--- config.mk ---
export PLATFORM = sky130hd
export DESIGN_NAME = br_nzp_multi_flat
export DESIGN_NICKNAME = d
export VERILOG_FILES = /design/src/rtl/br_nzp_multi_if.sv /design/src/rtl/br_nzp_multi.sv /design/src/flat_wrapper.sv
export SDC_FILE = /design/constraint.sdc
export NUM_CORES = 1
export LEC_CHECK = 0
export BUFFER_PORTS_ARGS = -buffer_cell sky130_fd_sc_hd__buf_2
export CORE_AREA = 3 3 45 47
export DETAILED_ROUTE_END_ITERATION = 6
export DIE_AREA = 0 0 48 50
export GPL_TIMING_DRIVEN = 0
export PLACE_DENSITY = 0.88
export SYNTH_ARGS = -nofsm -noshare
export SYNTH_HDL_FRONTEND = slang
export SYNTH_SLANG_ARGS = --single-unit
--- constraint.sdc ---
create_clock -name Clk -period 2.9 [get_ports Clk]
set_input_delay 0.435 -clock Clk [delete_from_list [all_inputs] [get_ports Clk]]
set_output_delay 0.435 -clock Clk [all_outputs]
set_load 0.05 [all_outputs]
--- src/rtl/br_nzp_multi_if.sv ---
// Condition-code / branch-enable bus: command strobes from the control side,
// BEN and bank status back from the condition-code block.
interface br_nzp_multi_if #(
  parameter int WIDTH   = 16,
  parameter int NUM_CTX = 2
);
  localparam int CTX_W = (NUM_CTX > 1) ? $clog2(NUM_CTX) : 1;

  logic [WIDTH-1:0]   DataIn;
  logic               LDCC;
  logic [CTX_W-1:0]   CCCtx;
  logic               CCWrite;
  logic [2:0]         CCIn;
  logic               LDBEN;
  logic [CTX_W-1:0]   BenCtx;
  logic [2:0]         CondMask;
  logic [CTX_W-1:0]   RdCtx;
  logic               BEN;
  logic               BENValid;
  logic               BENErr;
  logic               CCErr;
  logic [2:0]         CCOut;
  logic [NUM_CTX-1:0] CCValid;

  modport master (
    output DataIn, LDCC, CCCtx, CCWrite, CCIn, LDBEN, BenCtx, CondMask, RdCtx,
    input  BEN, BENValid, BENErr, CCErr, CCOut, CCValid
  );

  modport slave (
    input  DataIn, LDCC, CCCtx, CCWrite, CCIn, LDBEN, BenCtx, CondMask, RdCtx,
    output BEN, BENValid, BENErr, CCErr, CCOut, CCValid
  );
endinterface

--- src/rtl/br_nzp_multi.sv ---
// Multi-context NZP condition-code banks with a registered branch-enable that
// forwards a same-cycle bank write into the evaluation.
//
// Command semantics: LDCC, CCWrite and LDBEN are single-cycle strobes with no
// backpressure; each strobe is consumed on the clock edge where it is high.
// BENValid/BENErr/CCErr are one-cycle pulses reporting the previous strobe.
module br_nzp_multi #(
  parameter int WIDTH   = 16,
  parameter int NUM_CTX = 2
) (
  input logic           Clk,
  input logic           Reset,
  br_nzp_multi_if.slave bus
);
  localparam int CTX_W = (NUM_CTX > 1) ? $clog2(NUM_CTX) : 1;

  logic [2:0]         cc_q [NUM_CTX];
  logic [NUM_CTX-1:0] valid_q;
  logic               ben_q;
  logic               ben_valid_q;
  logic               ben_err_q;
  logic               cc_err_q;

  logic [2:0] gen_nzp;
  logic       cc_onehot;
  logic       ctx_ok;
  logic       wr_accept;
  logic [2:0] wr_val;
  logic       fwd;
  logic [2:0] ben_cc;
  logic       ben_vld;
  logic [2:0] eff_cc;
  logic       eff_vld;
  logic [2:0] cc_rd;

  always_comb begin
    gen_nzp   = 3'b001;
    cc_onehot = (bus.CCIn == 3'b100) || (bus.CCIn == 3'b010) || (bus.CCIn == 3'b001);
    if (bus.DataIn == '0)
      gen_nzp = 3'b010;
    else if (bus.DataIn[WIDTH-1])
      gen_nzp = 3'b100;
  end

  // Index decode by loop so out-of-range contexts simply match nothing.
  always_comb begin
    ctx_ok  = 1'b0;
    ben_cc  = 3'b000;
    ben_vld = 1'b0;
    cc_rd   = 3'b000;
    for (int i = 0; i < NUM_CTX; i++) begin
      if (bus.CCCtx == CTX_W'(i))
        ctx_ok = 1'b1;
      if (bus.BenCtx == CTX_W'(i)) begin
        ben_cc  = cc_q[i];
        ben_vld = valid_q[i];
      end
      if (bus.RdCtx == CTX_W'(i))
        cc_rd = cc_q[i];
    end
  end

  // A CCWrite claims the cycle even when rejected, blocking LDCC.
  always_comb begin
    wr_val    = bus.CCWrite ? bus.CCIn : gen_nzp;
    wr_accept = ctx_ok && (bus.CCWrite ? cc_onehot : bus.LDCC);
    fwd       = wr_accept && (bus.CCCtx == bus.BenCtx);
    eff_cc    = fwd ? wr_val : ben_cc;
    eff_vld   = fwd || ben_vld;
  end

  always_ff @(posedge Clk) begin
    if (Reset) begin
      for (int i = 0; i < NUM_CTX; i++)
        cc_q[i] <= 3'b000;
      valid_q     <= '0;
      ben_q       <= 1'b0;
      ben_valid_q <= 1'b0;
      ben_err_q   <= 1'b0;
      cc_err_q    <= 1'b0;
    end else begin
      for (int i = 0; i < NUM_CTX; i++) begin
        if (wr_accept && (bus.CCCtx == CTX_W'(i))) begin
          cc_q[i]    <= wr_val;
          valid_q[i] <= 1'b1;
        end
      end
      ben_valid_q <= bus.LDBEN;
      ben_err_q   <= bus.LDBEN && (bus.CondMask != 3'b111) &&
                     (bus.CondMask != 3'b000) && !eff_vld;
      cc_err_q    <= bus.CCWrite && ctx_ok && !cc_onehot;
      // Mask 111 branches unconditionally; otherwise an invalid bank yields 0.
      if (bus.LDBEN)
        ben_q <= (bus.CondMask == 3'b111) || (eff_vld && |(bus.CondMask & eff_cc));
    end
  end

  assign bus.BEN      = ben_q;
  assign bus.BENValid = ben_valid_q;
  assign bus.BENErr   = ben_err_q;
  assign bus.CCErr    = cc_err_q;
  assign bus.CCOut    = cc_rd;
  assign bus.CCValid  = valid_q;
endmodule

--- src/flat_wrapper.sv ---
// flat-port wrapper written by rule: the top's interface ports become plain ports
module br_nzp_multi_flat 
#(
  parameter int WIDTH   = 16,
  parameter int NUM_CTX = 2
)
  (Clk, Reset, bus_DataIn, bus_LDCC, bus_CCCtx, bus_CCWrite, bus_CCIn, bus_LDBEN, bus_BenCtx, bus_CondMask, bus_RdCtx, bus_BEN, bus_BENValid, bus_BENErr, bus_CCErr, bus_CCOut, bus_CCValid);
  br_nzp_multi_if #(.WIDTH(WIDTH), .NUM_CTX(NUM_CTX)) bus_i ();
  input logic Clk;
  input logic Reset;
  input wire logic [$bits(bus_i.DataIn)-1:0] bus_DataIn;
  input wire logic [$bits(bus_i.LDCC)-1:0] bus_LDCC;
  input wire logic [$bits(bus_i.CCCtx)-1:0] bus_CCCtx;
  input wire logic [$bits(bus_i.CCWrite)-1:0] bus_CCWrite;
  input wire logic [$bits(bus_i.CCIn)-1:0] bus_CCIn;
  input wire logic [$bits(bus_i.LDBEN)-1:0] bus_LDBEN;
  input wire logic [$bits(bus_i.BenCtx)-1:0] bus_BenCtx;
  input wire logic [$bits(bus_i.CondMask)-1:0] bus_CondMask;
  input wire logic [$bits(bus_i.RdCtx)-1:0] bus_RdCtx;
  output wire logic [$bits(bus_i.BEN)-1:0] bus_BEN;
  output wire logic [$bits(bus_i.BENValid)-1:0] bus_BENValid;
  output wire logic [$bits(bus_i.BENErr)-1:0] bus_BENErr;
  output wire logic [$bits(bus_i.CCErr)-1:0] bus_CCErr;
  output wire logic [$bits(bus_i.CCOut)-1:0] bus_CCOut;
  output wire logic [$bits(bus_i.CCValid)-1:0] bus_CCValid;
  assign bus_i.DataIn = bus_DataIn;
  assign bus_i.LDCC = bus_LDCC;
  assign bus_i.CCCtx = bus_CCCtx;
  assign bus_i.CCWrite = bus_CCWrite;
  assign bus_i.CCIn = bus_CCIn;
  assign bus_i.LDBEN = bus_LDBEN;
  assign bus_i.BenCtx = bus_BenCtx;
  assign bus_i.CondMask = bus_CondMask;
  assign bus_i.RdCtx = bus_RdCtx;
  assign bus_BEN = bus_i.BEN;
  assign bus_BENValid = bus_i.BENValid;
  assign bus_BENErr = bus_i.BENErr;
  assign bus_CCErr = bus_i.CCErr;
  assign bus_CCOut = bus_i.CCOut;
  assign bus_CCValid = bus_i.CCValid;
  br_nzp_multi #(.WIDTH(WIDTH), .NUM_CTX(NUM_CTX)) u_core (.Clk(Clk), .Reset(Reset), .bus(bus_i));
endmodule
==> results.rst, run 1 <==
.. list-table::
   :header-rows: 1

   * - Metric
     - Value
   * - Initial DRC count
     - 21
   * - Net Count, Synth
     - 111
   * - Reported max-cap violation count
     - 0
   * - Placeable core region
     - 1690 sq um
   * - Later-pin clock latency in the skew report
     - 0.27 ns
   * - Buffers & Inverters on Critical Path
     - 1
   * - Simple-gate area share of the yosys netlist
     - 20.5%
   * - Remaining design rule violation count
     - 0
   * - Synthesized cell area
     - 781 sq um
   * - Post-route clock period utilization
     - 56.2%
   * - Highest cell delay on the worst timing path
     - 0.43 ns
   * - Portion of the post-synthesis area used by sequential elements
     - 38.5%
   * - Most repeated cell in the gate-level netlist after synthesis
     - nor2_1
   * - Number of I/O port buffers
     - 36
   * - Run status
     - completed
   * - Switching share of power
     - 34.9%
   * - Clock buffers created by TritonCTS
     - 3
   * - Fraction of the mapped netlist area in adder cells
     - 0%
   * - Hold WS
     - 0.413 ns
   * - GR met3 Demand/Resource
     - 3.28%
   * - Max-slew headroom
     - 70.6%
   * - Largest family of logic cells by synthesized area
     - compound AO/OA/AOI/OAI gates
   * - Cell at the root of the clock tree
     - clkbuf_4
   * - Final Critical Period
     - 1.63 ns
   * - Global-route wire length before repair
     - 3.01 mm
   * - Met2 Resource Use GR
     - 30.2%
   * - Largest cells by area after synthesis
     - edfxtp_1 (23%), dfxtp_1 (15%), mux2_2 (5.8%)
   * - Post-synthesis cell count
     - 81
   * - Fraction of power consumed by the clock network
     - 22.7%
   * - Tot GR Track Use
     - 17.1%
   * - Syn. warnings
     - 0
   * - Hold Path Class
     - in -> reg
   * - Final RePlAce weighted congestion
     - 0.934
   * - Routed len/inst
     - 14.0 microns
   * - Power density of the placed cells
     - 462 nW/um^2
   * - Finished Cell Area
     - 1010 sq um
   * - Number of standard-cell rows in the floorplan
     - 15
   * - Async set-or-reset flop fraction in the synthesized netlist
     - 0%
   * - Top cell type's share of synthesized area
     - 23.1%
   * - Cell class contributing the biggest share of worst-path delay
     - flip-flops
   * - Master of the slowest instance on the critical path
     - edfxtp_1
   * - Arrival time reported for the critical path endpoint
     - 1.19 ns
   * - Remaining Overflow, GRT
     - 0
   * - Drt first pass iters
     - 4
   * - Net switching power of the design
     - 0.000163 W
   * - Nature of the critical path endpoint
     - output pin
   * - Placement Cell Area
     - 982 sq um
   * - Vias in the first global route
     - 748
   * - Final Hold Vio Count
     - 0
   * - Routing usage on met1
     - 19.2%
   * - Relative contribution of sequential cells to total power
     - 43.7%
   * - Worst supply voltage drop on vdd
     - 197 uV
   * - Synthesized-area fraction occupied by ao, oa, aoi and oai cells
     - 24.7%
   * - Data required time of the worst path
     - 2.47 ns
   * - Initial Utilization
     - 46.2%
   * - Max FO, Critical Path
     - 3
   * - CTS Hold Buffers Added
     - 0
   * - CTS tree
     - done
   * - Top_reg_cell synth
     - edfxtp_1
   * - Setup Buffers After CTS
     - 0
   * - Die X
     - 48 microns
   * - Count of cell types in the netlist
     - 38
   * - CTS H-tree depth
     - 1
   * - Final antenna diode count
     - 0
   * - Utilization of the core after routing
     - 59.7%
   * - Number of buffers on the longest clock path
     - 2
   * - Setup violation total in the final timing report
     - 0
   * - Max Freq
     - 0.614 GHz
   * - Post-Route Setup TNS
     - 0 ns
   * - Maximum number of pins on one net before global-route repair
     - 11
   * - Number of antenna violations at the first check in global routing
     - 0
   * - Die outline height
     - 50 microns
   * - Syn avg cell area
     - 9.64 sq um
   * - Combinational cell fraction of total power
     - 33.6%
   * - Number of gates resized after cts
     - 0
   * - Grt peak-use layer
     - met2
   * - Share of layout cells above drive strength 1
     - 42.1%
   * - RSZ-0062 raised after global routing
     - false
   * - Library cell with the largest summed area after synthesis
     - edfxtp_1
   * - Total number of clock tree sinks
     - 12
   * - Ordered list of cells on the worst path
     - mux2_2, buf_2
   * - Total of fill cells in the finished design
     - 162
   * - Proportion of synthesized area in mux cells
     - 9.62%
   * - Number of placed I/O pins
     - 39
   * - Routed wire length
     - 1.93 mm
   * - Die Area
     - 2400 sq um
   * - Total count of max-transition violations in the final report
     - 0
   * - Slew at the pin closest to its max-slew limit
     - 0.441 ns
   * - Post-detailed-placement half-perimeter wirelength
     - 1.57 mm
   * - Total via count after detailed routing
     - 806
   * - Lkg Pwr
     - 0.474 nW
   * - Number of synthesized flops with an enable pin
     - 6
   * - Via density per instance
     - 5.84
   * - Design internal power
     - 0.000303 W
   * - Critical setup path kind
     - reg -> out
   * - Kind of start point of the critical path
     - flip-flop
   * - Synth Register Bits
     - 12
   * - Remaining antenna violation count
     - 0
   * - Post-layout power
     - 0.000466 W
   * - Maximum clock skew at final layout
     - 0.00230 ns
   * - Xor and xnor area share after synthesis
     - 2.24%
   * - Layout-stage area growth over the synthesis result
     - 29.2%
   * - Fin nets
     - 152
   * - Clock transition time at the flip-flop clock pins of the worst setup and hold paths
     - 0.08 ns
   * - Top cells by count, synth
     - nor2_1 (7), dfxtp_1 (6), edfxtp_1 (6)
[worst reg2reg max path: stages, from the launching register on]
cell	delay [ns]
edfxtp_1	0.43
mux2_2	0.29
o211a_1	0.13
a311oi_1	0.24
a31oi_1	0.11
[metal layers]
| layer | vias up | part of all wire, % |
|---|---|---|
| li1 | 391 | - |
| met1 | 362 | 39 |
| met2 | 49 | 49 |
| met3 | 4 | 10 |
| met4 | 0 | 1.8 |
| met5 | - | 0 |
[path summary, 6_finish.rpt]
check,from,endpoint,slack [ns],depth (start not counted)
setup / recovery,u_core.cc_q[0][3],bus_CCOut[0],1.27,2
hold / removal,bus_LDBEN,u_core.bus.BENValid,0.41,2
setup reg to reg,u_core.cc_q[0][3],u_core.bus.BEN,1.57,4
hold reg to reg,u_core.bus.CCValid[1],u_core.bus.CCValid[1],0.56,2
[per-stage QoR]
| step | cells | setup WS (ns) |
|---|---|---|
| after floorplan | 81 | 1.30 |
| after global placement | 134 | 1.11 |
| after detailed placement | 134 | 1.09 |
| after CTS | 138 | 1.29 |
| after global routing | 138 | 1.20 |
| final | 138 | 1.27 |
[cell usage in the layout (no fill, tap or decap), types with 3 or more instances in the layout]
cell type  instances
nor4_1             4
buf_2             37
edfxtp_1           6
mux2i_1            3
a21oi_1            3
mux2_2             4
a21o_1             3
inv_1              4
nand3_1            3
nor2_1             7
dfxtp_1            6
clkbuf_4           3
o21ai_0            3
nor3_1             4
[power by group through the flow]
stage               Sequential, W  Clock (W)  Combinational, W
floorplan                0.000226          0         0.0000882
global placement         0.000206          0          0.000152
detailed placement       0.000207          0          0.000156
CTS                      0.000203   0.000106          0.000156
global route             0.000204   0.000113          0.000169
finish                   0.000203   0.000106          0.000157
[layout make-up]
class	instances	area [sq um]	area share, %
Buffer	4	20.0	1.99
Clock buffer	3	22.5	2.23
Clock inverter	1	3.75	0.372
Inverter	4	15.0	1.49
Multi-Input combinational cell	61	445	44.2
Sequential cell	12	300	29.8
Tap cell	17	21.3	2.11
Timing Repair Buffer	36	180	17.9
[registers in the layout, summed over array words and instances, names as in the netlist]
register and count:
u_core.bus.BEN 1, u_core.bus.BENErr 1, u_core.bus.BENValid 1, u_core.bus.CCErr 1, u_core.bus.CCValid 2, u_core.cc_q 6
[cells by family after synthesis]
kind of cell / after synthesis
AO/OA/AOI/OAI: 23
AND/OR/NAND/NOR: 29
XOR/XNOR: 2
flip-flops: 12
buffers and inverters: 8
multiplexers: 7
No activity file was read; power rests on OpenSTA's default activity.
==> inputs of run 2 (changes only) <==
- CORE_AREA: 3 3 45 47 -> 3 3 47 49
- DIE_AREA: 0 0 48 50 -> 0 0 50 52
- PLACE_DENSITY: 0.88 -> 0.82
- clock period: 2.9 -> 1.59 ns (I/O delays scaled with it)
==> results.rst, run 2 (synthesis results as in run 1) <==
.. list-table::
   :header-rows: 1

   * - Metric
     - Value
   * - Register bank with the most flops
     - u_core.cc_q
   * - Initial DRC count
     - 37 (+76%)
   * - Final Critical Period
     - 1.43 ns
   * - Place WS
     - -0.0349 ns (-1.12 ns)
   * - Drt first pass iters
     - 4 (unchanged)
   * - Total count of max-transition violations in the final report
     - 0 (unchanged)
   * - Total via count after detailed routing
     - 804 (-0.25%)
   * - Setup Buffers After CTS
     - 0 (unchanged)
   * - Ordered list of cells on the worst path
     - mux2_2, buf_2
   * - Via density per instance
     - 5.43 (-7.0%)
   * - Post-detailed-placement half-perimeter wirelength
     - 1.56 mm (-0.59%)
   * - Max FO, Critical Path
     - 3 (unchanged)
   * - Critical setup path kind
     - reg -> out
   * - Die Area
     - 2600 sq um (+8.3%)
   * - Setup violation total in the final timing report
     - 0 (unchanged)
   * - Number of antenna violations at the first check in global routing
     - 0 (unchanged)
   * - Number of buffers on the longest clock path
     - 2 (unchanged)
   * - Later-pin clock latency in the skew report
     - 0.27 ns (about the same)
   * - Die outline height
     - 52 microns (+4.0%)
   * - Number of flip-flops under the largest register name
     - 6 (unchanged)
   * - Data required time of the worst path
     - 1.35 ns (-1.12 ns)
   * - Die X
     - 50 microns (+4.2%)
   * - Tot GR Track Use
     - 15.4% (-1.6 points)
   * - Final Hold Vio Count
     - 0 (unchanged)
   * - Power density of the placed cells
     - 877 nW/um^2 (+90%)
   * - Initial Utilization
     - 41.1% (-5.2 points)
   * - Number of standard-cell rows in the floorplan
     - 16 (+1)
   * - Utilization of the core after routing
     - 54.2% (-5.5 points)
   * - Post-route clock period utilization
     - 89.8%
   * - CTS Hold Buffers Added
     - 0 (unchanged)
   * - Clock buffers created by TritonCTS
     - 3 (unchanged)
   * - Routed wire length
     - 1.94 mm (+0.47%)
   * - Minimum setup slack in the final design
     - 0.163 ns (-1.11 ns)
   * - Number of placed I/O pins
     - 39 (unchanged)
   * - Most common cell after layout, fill and taps aside
     - buf_2
   * - Maximum number of pins on one net before global-route repair
     - 11 (unchanged)
   * - Cell at the root of the clock tree
     - clkbuf_4
   * - Max Freq
     - 0.701 GHz
   * - Slew at the pin closest to its max-slew limit
     - 0.445 ns (+0.00375 ns)
   * - Run status
     - completed
   * - Post-Route Setup TNS
     - 0 ns (unchanged)
   * - Number of gates resized after cts
     - 0 (unchanged)
   * - Fin nets
     - 152 (unchanged)
   * - Nature of the critical path endpoint
     - output pin
   * - Number of I/O port buffers
     - 36 (unchanged)
   * - Maximum clock skew at final layout
     - 0.000510 ns (-0.00179 ns)
   * - RSZ-0062 raised after global routing
     - false
   * - Share of layout cells above drive strength 1
     - 43.0% (+0.83 points)
   * - Commonest non-fill, non-tap cells in the layout
     - buf_2 (37), nor2_1 (7), dfxtp_1 (6), edfxtp_1 (6)
   * - Vias in the first global route
     - 775 (+3.6%)
   * - Final RePlAce weighted congestion
     - 0.826 (-12%)
   * - Remaining antenna violation count
     - 0 (unchanged)
   * - Final antenna diode count
     - 0 (unchanged)
   * - Highest cell delay on the worst timing path
     - 0.43 ns (about the same)
   * - Remaining design rule violation count
     - 0 (unchanged)
   * - Arrival time reported for the critical path endpoint
     - 1.19 ns (about the same)
   * - Routed len/inst
     - 13.1 microns (-6.3%)
   * - Global-route wire length before repair
     - 3.09 mm (+2.8%)
   * - CTS H-tree depth
     - 1 (unchanged)
   * - CTS tree
     - done
   * - Hold Path Class
     - in -> reg
   * - Remaining Overflow, GRT
     - 0 (unchanged)
   * - Lkg Pwr
     - 0.479 nW (+1.2%)
   * - Reported max-cap violation count
     - 0 (unchanged)
   * - Master of the slowest instance on the critical path
     - edfxtp_1
   * - Kind of start point of the critical path
     - flip-flop
   * - Total number of clock tree sinks
     - 12 (unchanged)
   * - Clock transition time at the flip-flop clock pins of the worst setup and hold paths
     - 0.08 ns (about the same)
   * - Worst supply voltage drop on vdd
     - 435 uV (+120%)
   * - Max-slew headroom
     - 70.3% (-0.25 points)
   * - Placeable core region
     - 1900 sq um (+13%)
   * - Layout-stage area growth over the synthesis result
     - 32.1%
-- run 2: cell count changes in the layout (fill, tap and decap cells not counted) --
cell      delta
clkbuf_8     +1
clkinv_1     -1
-- run 2: layer usage --
layer / vias up / routed length, microns / track usage (%)
met5: - / 0 / 0
met4: 0 / 40 / 5.53
met3: 8 / 113 / 2.58
met2: 37 / 937 / 27.6
met1: 367 / 844 / 18.4
li1: 392 / - / -
-- run 2: metrics by stage --
stage	std cells	area [sq um]	hold WS (ns)	power [W]
after detailed placement	144	995	0.495	0.000659
after global routing	148	1030	0.234	0.000943
after floorplan	81	781	0.367	0.000573
final	148	1030	0.206	0.000904
after CTS	148	1030	0.210	0.000900
after global placement	144	995	0.489	0.000653
-- run 2: layout make-up --
type	count	area [sq um]
multi-input combinational	61	445
fill	180	871
timing repair buffer	36	180
tap	27	33.8
clock buffer	4	36.3
buffer	4	20.0
inverter	4	15.0
sequential	12	300
-- run 2: critical path: cells and delay by family, from the launching register on --
| kind | cells | cell delay [ns] |
|---|---|---|
| flip-flops | 1 | 0.43 |
| multiplexers | 1 | 0.28 |
| buffers and inverters | 1 | 0.21 |
-- run 2: final timing paths --
path / cells after the start / startpoint / slack [ns] / endpoint
max: 2 / u_core.cc_q[0][3] / 0.16 / bus_CCOut[0]
min: 2 / bus_LDBEN / 0.21 / u_core.bus.BENValid
max reg2reg: 4 / u_core.cc_q[0][3] / 0.30 / u_core.bus.BEN
min reg2reg: 2 / u_core.bus.CCValid[1] / 0.54 / u_core.bus.CCValid[1]
-- run 2: power by group --
part | total, W | internal [W] | switching [W]
combinational | 0.000286 | 0.000106 | 0.000180
sequential | 0.000370 | 0.000355 | 0.0000149
clock | 0.000248 | 0.000139 | 0.000109
